$ cat config.mk
export PLATFORM = sky130hd
export DESIGN_NAME = invsqrt_lut_arbiter
export DESIGN_NICKNAME = d
export VERILOG_FILES = /design/src/rtl/invsqrt_lut_arbiter.sv
export SDC_FILE = /design/constraint.sdc
export NUM_CORES = 1
export LEC_CHECK = 0
export CORE_AREA = 10 10 182 99
export DETAILED_ROUTE_END_ITERATION = 10
export DIE_AREA = 0 0 192 109
export GPL_TIMING_DRIVEN = 1
export PLACE_DENSITY = 0.78
export SYNTH_ARGS = -nofsm -noshare
export SYNTH_HDL_FRONTEND = slang
export SYNTH_SLANG_ARGS = --single-unit
$ cat constraint.sdc
create_clock -name clk -period 3.64 [get_ports clk]
set_input_delay 0.546 -clock clk [delete_from_list [all_inputs] [get_ports clk]]
set_output_delay 0.546 -clock clk [all_outputs]
set_load 0.02 [all_outputs]
$ cat src/rtl/invsqrt_lut_arbiter.sv
// invsqrt_lut_arbiter
//   Shares one single-port inverse-square-root LUT BRAM (1-cycle registered read)
//   between N_REQ lanes. The arbiter is round-robin, and each lane can have at most
//   one lookup outstanding. A result is held in a per-lane register until the lane
//   accepts it.
//
// Ports
//   clk        system clock, rising edge
//   rst_n      asynchronous active-low reset
//   req_valid  per-lane lookup request
//   req_addr   per-lane LUT address, lane i at [i*ADDR_LENGTH +: ADDR_LENGTH]
//   req_ready  one-hot grant (handshake = req_valid & req_ready)
//   rsp_valid  per-lane result available
//   rsp_data   per-lane held result, lane i at [i*DATA_WIDTH +: DATA_WIDTH]
//   rsp_ready  per-lane result accept
//   bram_en    BRAM read enable
//   bram_addr  BRAM read address
//   bram_data  BRAM registered read data, valid the cycle after bram_en

module invsqrt_lut_arbiter #(
  parameter int unsigned N_REQ       = 4,
  parameter int unsigned ADDR_LENGTH = 12,
  parameter int unsigned DATA_WIDTH  = 32
) (
  input  logic                            clk,
  input  logic                            rst_n,
  input  logic [N_REQ-1:0]                req_valid,
  input  logic [N_REQ*ADDR_LENGTH-1:0]    req_addr,
  output logic [N_REQ-1:0]                req_ready,
  output logic [N_REQ-1:0]                rsp_valid,
  output logic [N_REQ*DATA_WIDTH-1:0]     rsp_data,
  input  logic [N_REQ-1:0]                rsp_ready,
  output logic                            bram_en,
  output logic [ADDR_LENGTH-1:0]          bram_addr,
  input  logic [DATA_WIDTH-1:0]           bram_data
);

  localparam int unsigned PtrW = (N_REQ > 1) ? $clog2(N_REQ) : 1;

  logic [PtrW-1:0]             rr_ptr_q, rr_ptr_d;
  logic                        pend_valid_q;
  logic [PtrW-1:0]             pend_id_q;
  logic [N_REQ-1:0]            rsp_valid_q, rsp_valid_d;
  logic [N_REQ*DATA_WIDTH-1:0] rsp_data_q, rsp_data_d;

  logic [N_REQ-1:0]            eligible;
  logic                        grant_found;
  logic [PtrW-1:0]             grant_id;
  logic                        grant;

  // A lane may not be granted while its previous lookup is in flight or its
  // result is still unaccepted. Only registered state is used here.
  always_comb begin
    eligible = '0;
    for (int unsigned i = 0; i < N_REQ; i++) begin
      eligible[i] = req_valid[i] && !rsp_valid_q[i] &&
                    !(pend_valid_q && (pend_id_q == PtrW'(i)));
    end
  end

  // Priority search starting at rr_ptr, wrapping modulo N_REQ.
  always_comb begin
    int unsigned idx;
    idx         = 0;
    grant_found = 1'b0;
    grant_id    = '0;
    for (int unsigned k = 0; k < N_REQ; k++) begin
      idx = int'(rr_ptr_q) + k;
      if (idx >= N_REQ) begin
        idx = idx - N_REQ;
      end
      if (!grant_found && eligible[idx]) begin
        grant_found = 1'b1;
        grant_id    = PtrW'(idx);
      end
    end
  end

  // Outputs are forced quiet while reset is asserted, even though the
  // registered state would otherwise select lane 0.
  assign grant = grant_found && rst_n;

  always_comb begin
    req_ready = '0;
    bram_addr = '0;
    for (int unsigned i = 0; i < N_REQ; i++) begin
      if (grant && (grant_id == PtrW'(i))) begin
        req_ready[i] = 1'b1;
        bram_addr    = req_addr[i*ADDR_LENGTH +: ADDR_LENGTH];
      end
    end
  end

  assign bram_en = grant;

  always_comb begin
    rr_ptr_d = rr_ptr_q;
    if (grant) begin
      rr_ptr_d = (grant_id == PtrW'(N_REQ - 1)) ? '0 : grant_id + 1'b1;
    end
  end

  // Accept clears the valid bit; capture of the in-flight lookup sets it.
  // Both cannot target the same lane in one cycle, since eligibility blocks it.
  always_comb begin
    rsp_valid_d = rsp_valid_q;
    rsp_data_d  = rsp_data_q;
    for (int unsigned i = 0; i < N_REQ; i++) begin
      if (rsp_valid_q[i] && rsp_ready[i]) begin
        rsp_valid_d[i] = 1'b0;
      end
      if (pend_valid_q && (pend_id_q == PtrW'(i))) begin
        rsp_valid_d[i]                         = 1'b1;
        rsp_data_d[i*DATA_WIDTH +: DATA_WIDTH] = bram_data;
      end
    end
  end

  always_ff @(posedge clk or negedge rst_n) begin
    if (!rst_n) begin
      rr_ptr_q     <= '0;
      pend_valid_q <= 1'b0;
      pend_id_q    <= '0;
      rsp_valid_q  <= '0;
      rsp_data_q   <= '0;
    end else begin
      rr_ptr_q     <= rr_ptr_d;
      pend_valid_q <= grant;
      if (grant) begin
        pend_id_q <= grant_id;
      end
      rsp_valid_q  <= rsp_valid_d;
      rsp_data_q   <= rsp_data_d;
    end
  end

  assign rsp_valid = rsp_valid_q;
  assign rsp_data  = rsp_data_q;

endmodule

==> impl_results.rst <==
.. list-table::
   :header-rows: 1

   * - Metric
     - Value
   * - Arrival time at the worst endpoint
     - ~3 ns
   * - Fin crit share
     - 0.959
   * - Sum of routed wire length over all layers
     - approximately 21000 um
   * - Number of fill cells in the layout
     - about 1200
   * - Clock transition time at the flip-flop clock pins of the worst setup and hold paths
     - around 0.06 ns
   * - Clk sinks
     - around 140
   * - Fraction of power consumed by the clock network
     - 0.175
   * - Final clock skew
     - 0.0185 ns
   * - Post-Route Utilization
     - 0.612
   * - Relative slew slack
     - 0.288
   * - Die span in x
     - 192 um
   * - Worst Setup Slack post-DPL
     - -0.440 ns
   * - Power Density
     - 1050 nW/um^2
   * - Post-synthesis sequential area ratio
     - 0.593
   * - Largest net degree at the start of global routing
     - 72
   * - # H-tree levels
     - 4
   * - Final Hold Viols
     - 0
   * - First drt pass iteration count
     - 5
   * - Transition time at the pin with the least slew margin
     - around 1.1 ns
   * - Number of diodes added for antenna fixing
     - 0
   * - Hold Buf Count CTS
     - 0
   * - Synthesized net count
     - around 650
   * - Longest Clk Path Bufs
     - 2
   * - Leak pwr
     - 4.14 nW
   * - Area of the mapped netlist
     - between 5000 and 6000 um^2
   * - Full die area
     - 20900 um^2
   * - Number of top-level design ports
     - between 200 and 250
   * - Die boundary height
     - approximately 110 um
   * - Post-route antenna net violation count
     - 0
   * - Instance count of the mapped netlist
     - roughly 550
   * - Final weighted congestion of routability-driven global placement
     - 0.942
   * - Critical Path RT
     - roughly 3 ns
   * - Run status
     - finished, final reports clean
   * - Remaining DRCs
     - 0
   * - Fraction of power spent switching nets
     - 0.404
   * - Net Sw Power
     - slightly below 4 mW
   * - Routed wire per std cell
     - ~20 um
   * - Mean number of vias per cell
     - 4.86
   * - First-pass GRT wire length
     - 31300 um
   * - Post-synthesis area per instance
     - about 10 um^2
   * - Final setup violation count
     - 0
   * - Synthesized flop and latch total
     - roughly 140
   * - Number of global-route vias before repair
     - between 5000 and 6000
   * - R2R cell count
     - 7
   * - Count of port buffers added during placement
     - around 240
   * - Cell type group with the largest total delay on the critical path
     - compound AO/OA/AOI/OAI gates
   * - Fraction of layout cells with a size suffix above 1
     - 0.194
   * - Hold WC Path Type
     - in2async
   * - Initial DRC count
     - ~360
   * - Peak supply drop
     - approximately 0.52 mV
   * - Number of warnings issued by yosys
     - 0
   * - Power share of the sequential group
     - 0.283
   * - GR Layer Usage met1
     - 0.279
   * - Fin Setup TNS
     - 0 ns
   * - Final instance count without filler cells
     - about 1000
   * - Layout overhead on the synthesized area
     - 57.9%
   * - Critical-path cell with the highest stage delay
     - sky130_fd_sc_hd__dfrtp_1
   * - Maximum frequency from static timing analysis
     - around 0.29 GHz
   * - Initial Utilization
     - 0.387
   * - Overall Global Routing Usage
     - 0.196
   * - DP Cell Count
     - approximately 990
   * - Slew Viols, Final
     - 0
   * - Clock Latency Late Sink
     - roughly 0.41 ns
   * - Global routing usage on met3
     - 0.0902
   * - Slack of the critical path
     - 0.148 ns
   * - Post-route worst hold slack
     - ~0.32 ns
   * - Distinct cell type count of the synthesized netlist
     - 34
   * - Nets
     - between 900 and 1000
   * - Count of buffer and inverter cells on the critical path
     - 5
   * - Chain of cells forming the critical path
     - nor3b_4, o22ai_1, a311oi_2, buf_4, ha_1, inv_2, buf_6, buf_4, o211ai_1, o211ai_1, a21oi_1, buf_2
   * - Clock Tree Root
     - sky130_fd_sc_hd__clkbuf_16
   * - Post-route minimum period
     - 3.49 ns
   * - Internal power
     - approximately 5.7 mW
   * - CTS tree
     - done
   * - Category of the worst setup path capture point
     - output pin
   * - Number of core rows
     - 32
   * - Number of buffers inserted during clock tree synthesis
     - 17
   * - Global route hottest layer
     - met1
   * - Total via count in the routed design
     - approximately 5000
   * - Critical path fanouts, max
     - 8
   * - Max-cap violations
     - 0
   * - Crit Path Category
     - reg2out
   * - Fraction of met2 tracks used by global routing
     - 0.270
   * - Path length in cells of the critical path
     - 12
   * - Fraction of power consumed by combinational cells
     - 0.542
   * - Setup repair after global routing missed its margin
     - no
   * - Biggest cell delay along the critical path
     - roughly 0.46 ns
   * - Element type at the critical path start
     - flop
   * - Initial antenna violation count
     - 0
   * - Remaining Overflow, GRT
     - 0
   * - Detailed placer's ending HPWL
     - approximately 16000 um
   * - Core region area
     - between 10000 and 15000 um^2
[layout make-up]
type                       instances  area (um^2)  share of cell area
multi-input combinational        368         2200               0.240
inverter                          13         48.8             0.00534
timing repair buffer             273         2630               0.288
clock buffer                      19          443              0.0485
sequential                       137         3430               0.375
clock inverter                    13          135              0.0148
tap                              204          255              0.0279
[worst paths after layout]
| kind | from | slack, ns | to |
|---|---|---|---|
| hold reg to reg | rsp_data[78]$_DFFE_PN0P_ | 0.47 | rsp_data[78]$_DFFE_PN0P_ |
| max in group asynchronous | rst_n | 1.86 | rsp_data[84]$_DFFE_PN0P_ |
| min in group clk | rsp_data[78]$_DFFE_PN0P_ | 0.47 | rsp_data[78]$_DFFE_PN0P_ |
| hold / removal | rst_n | 0.32 | rsp_data[63]$_DFFE_PN0P_ |
| setup reg to reg | pend_valid_q$_DFF_PN0_ | 1.38 | rr_ptr_q[1]$_DFFE_PN0P_ |
| setup / recovery | pend_valid_q$_DFF_PN0_ | 0.15 | bram_addr[0] |
[worst register-to-register path, cell delays in order (launching register included)]
cell                      delay (ns)
sky130_fd_sc_hd__dfrtp_1        0.46
sky130_fd_sc_hd__nor3b_4        0.35
sky130_fd_sc_hd__buf_4          0.19
sky130_fd_sc_hd__buf_4          0.32
sky130_fd_sc_hd__or3b_1         0.18
sky130_fd_sc_hd__a31o_1         0.15
sky130_fd_sc_hd__buf_4          0.15
sky130_fd_sc_hd__mux2_2         0.33
[layer usage]
| layer | vias to the layer above | wire length [um] |
|---|---|---|
| met5 | - | 0 |
| met4 | 0 | 38 |
| met3 | 5 | 2360 |
| met2 | 206 | 8430 |
| met1 | 2451 | 10000 |
| li1 | 2332 | - |
[logic make-up (layout without fill, tap and decap cells)]
kind of cell,count (synthesis),in the layout,synth area share
fa+ha+maj,4,4,0.00865
compound gates,49,49,0.0651
simple gates,248,248,0.169
buf+inv,46,318,0.0340
mux,67,67,0.130
flops,137,137,0.593
[layout by cell type, fill, tap and decap left out, types with 3 or more instances in the layout]
cell,instances
sky130_fd_sc_hd__a21oi_1,7
sky130_fd_sc_hd__a21oi_2,5
sky130_fd_sc_hd__buf_12,3
sky130_fd_sc_hd__buf_2,10
sky130_fd_sc_hd__buf_4,33
sky130_fd_sc_hd__clkbuf_16,17
sky130_fd_sc_hd__clkdlybuf4s50_1,221
sky130_fd_sc_hd__clkinv_4,4
sky130_fd_sc_hd__dfrtp_1,137
sky130_fd_sc_hd__dlygate4sd2_1,4
sky130_fd_sc_hd__ha_1,4
sky130_fd_sc_hd__inv_1,12
sky130_fd_sc_hd__inv_6,5
sky130_fd_sc_hd__mux2_2,66
sky130_fd_sc_hd__nand2_1,229
sky130_fd_sc_hd__nand2b_1,3
sky130_fd_sc_hd__nand3b_1,3
sky130_fd_sc_hd__nor2_1,5
sky130_fd_sc_hd__o211ai_1,24
sky130_fd_sc_hd__o21ai_0,3
[power by group through the flow]
stage / clock network, mW / registers, mW / logic [mW]
after global placement: 0 / 2.70 / 5.22
after detailed placement: 0 / 2.73 / 5.26
after CTS: 1.72 / 2.72 / 5.21
after floorplan: 0 / 3.60 / 1.71
final: 1.68 / 2.73 / 5.21
after global routing: 1.79 / 2.83 / 5.58
[synthesized netlist by cell type]
cell,number,share of area
sky130_fd_sc_hd__nand2_1,229,0.15
sky130_fd_sc_hd__dfrtp_1,137,0.59
sky130_fd_sc_hd__mux2_2,66,0.13
sky130_fd_sc_hd__o211ai_1,24,0.031
sky130_fd_sc_hd__clkbuf_1,23,0.015
sky130_fd_sc_hd__inv_1,12,0.0078
sky130_fd_sc_hd__a21oi_1,7,0.0061
sky130_fd_sc_hd__buf_2,6,0.0052
sky130_fd_sc_hd__a21oi_2,5,0.0076
sky130_fd_sc_hd__nor2_1,5,0.0032
sky130_fd_sc_hd__ha_1,4,0.0087
sky130_fd_sc_hd__nand2b_1,3,0.0032
sky130_fd_sc_hd__nand3b_1,3,0.0039
sky130_fd_sc_hd__o21ai_0,3,0.0026
sky130_fd_sc_hd__and3b_1,2,0.0030
sky130_fd_sc_hd__buf_6,2,0.0039
sky130_fd_sc_hd__nand3_1,2,0.0017
sky130_fd_sc_hd__o32ai_1,2,0.0030
sky130_fd_sc_hd__a21o_1,1,0.0013
sky130_fd_sc_hd__a221oi_2,1,0.0026
sky130_fd_sc_hd__a22o_1,1,0.0015
sky130_fd_sc_hd__a2bb2oi_2,1,0.0026
sky130_fd_sc_hd__a311oi_2,1,0.0026
sky130_fd_sc_hd__a31o_1,1,0.0015
sky130_fd_sc_hd__buf_1,1,0.00065
sky130_fd_sc_hd__clkbuf_2,1,0.00086
sky130_fd_sc_hd__inv_2,1,0.00065
sky130_fd_sc_hd__mux2i_1,1,0.0017
sky130_fd_sc_hd__nor2b_1,1,0.0011
sky130_fd_sc_hd__nor3b_1,1,0.0013
sky130_fd_sc_hd__o22ai_1,1,0.0011
sky130_fd_sc_hd__o311ai_1,1,0.0015
sky130_fd_sc_hd__or3b_1,1,0.0015
sky130_fd_sc_hd__or4b_2,1,0.0017
[flip-flops by register name, indices dropped and copies added (netlist names)]
signal	flops
pend_valid_q	1
pend_id_q	2
rsp_valid	4
rsp_data	128
rr_ptr_q	2
[timing repair]
item	CTS	global route
resized for setup	52	3
setup buffers	0	4
endpoints found under the setup margin	16	12
gates cloned	0	0
pin swaps	0	1
hold endpoints to repair	0	0
[stage by stage]
step                      instance area (um^2)  power, mW
final                                     9130       9.63
after CTS                                 9090       9.65
after floorplan                           5780       5.32
after global routing                      9130       10.2
after detailed placement                  8550       7.99
after global placement                    8550       7.92
(Power assumes the default switching activity.)
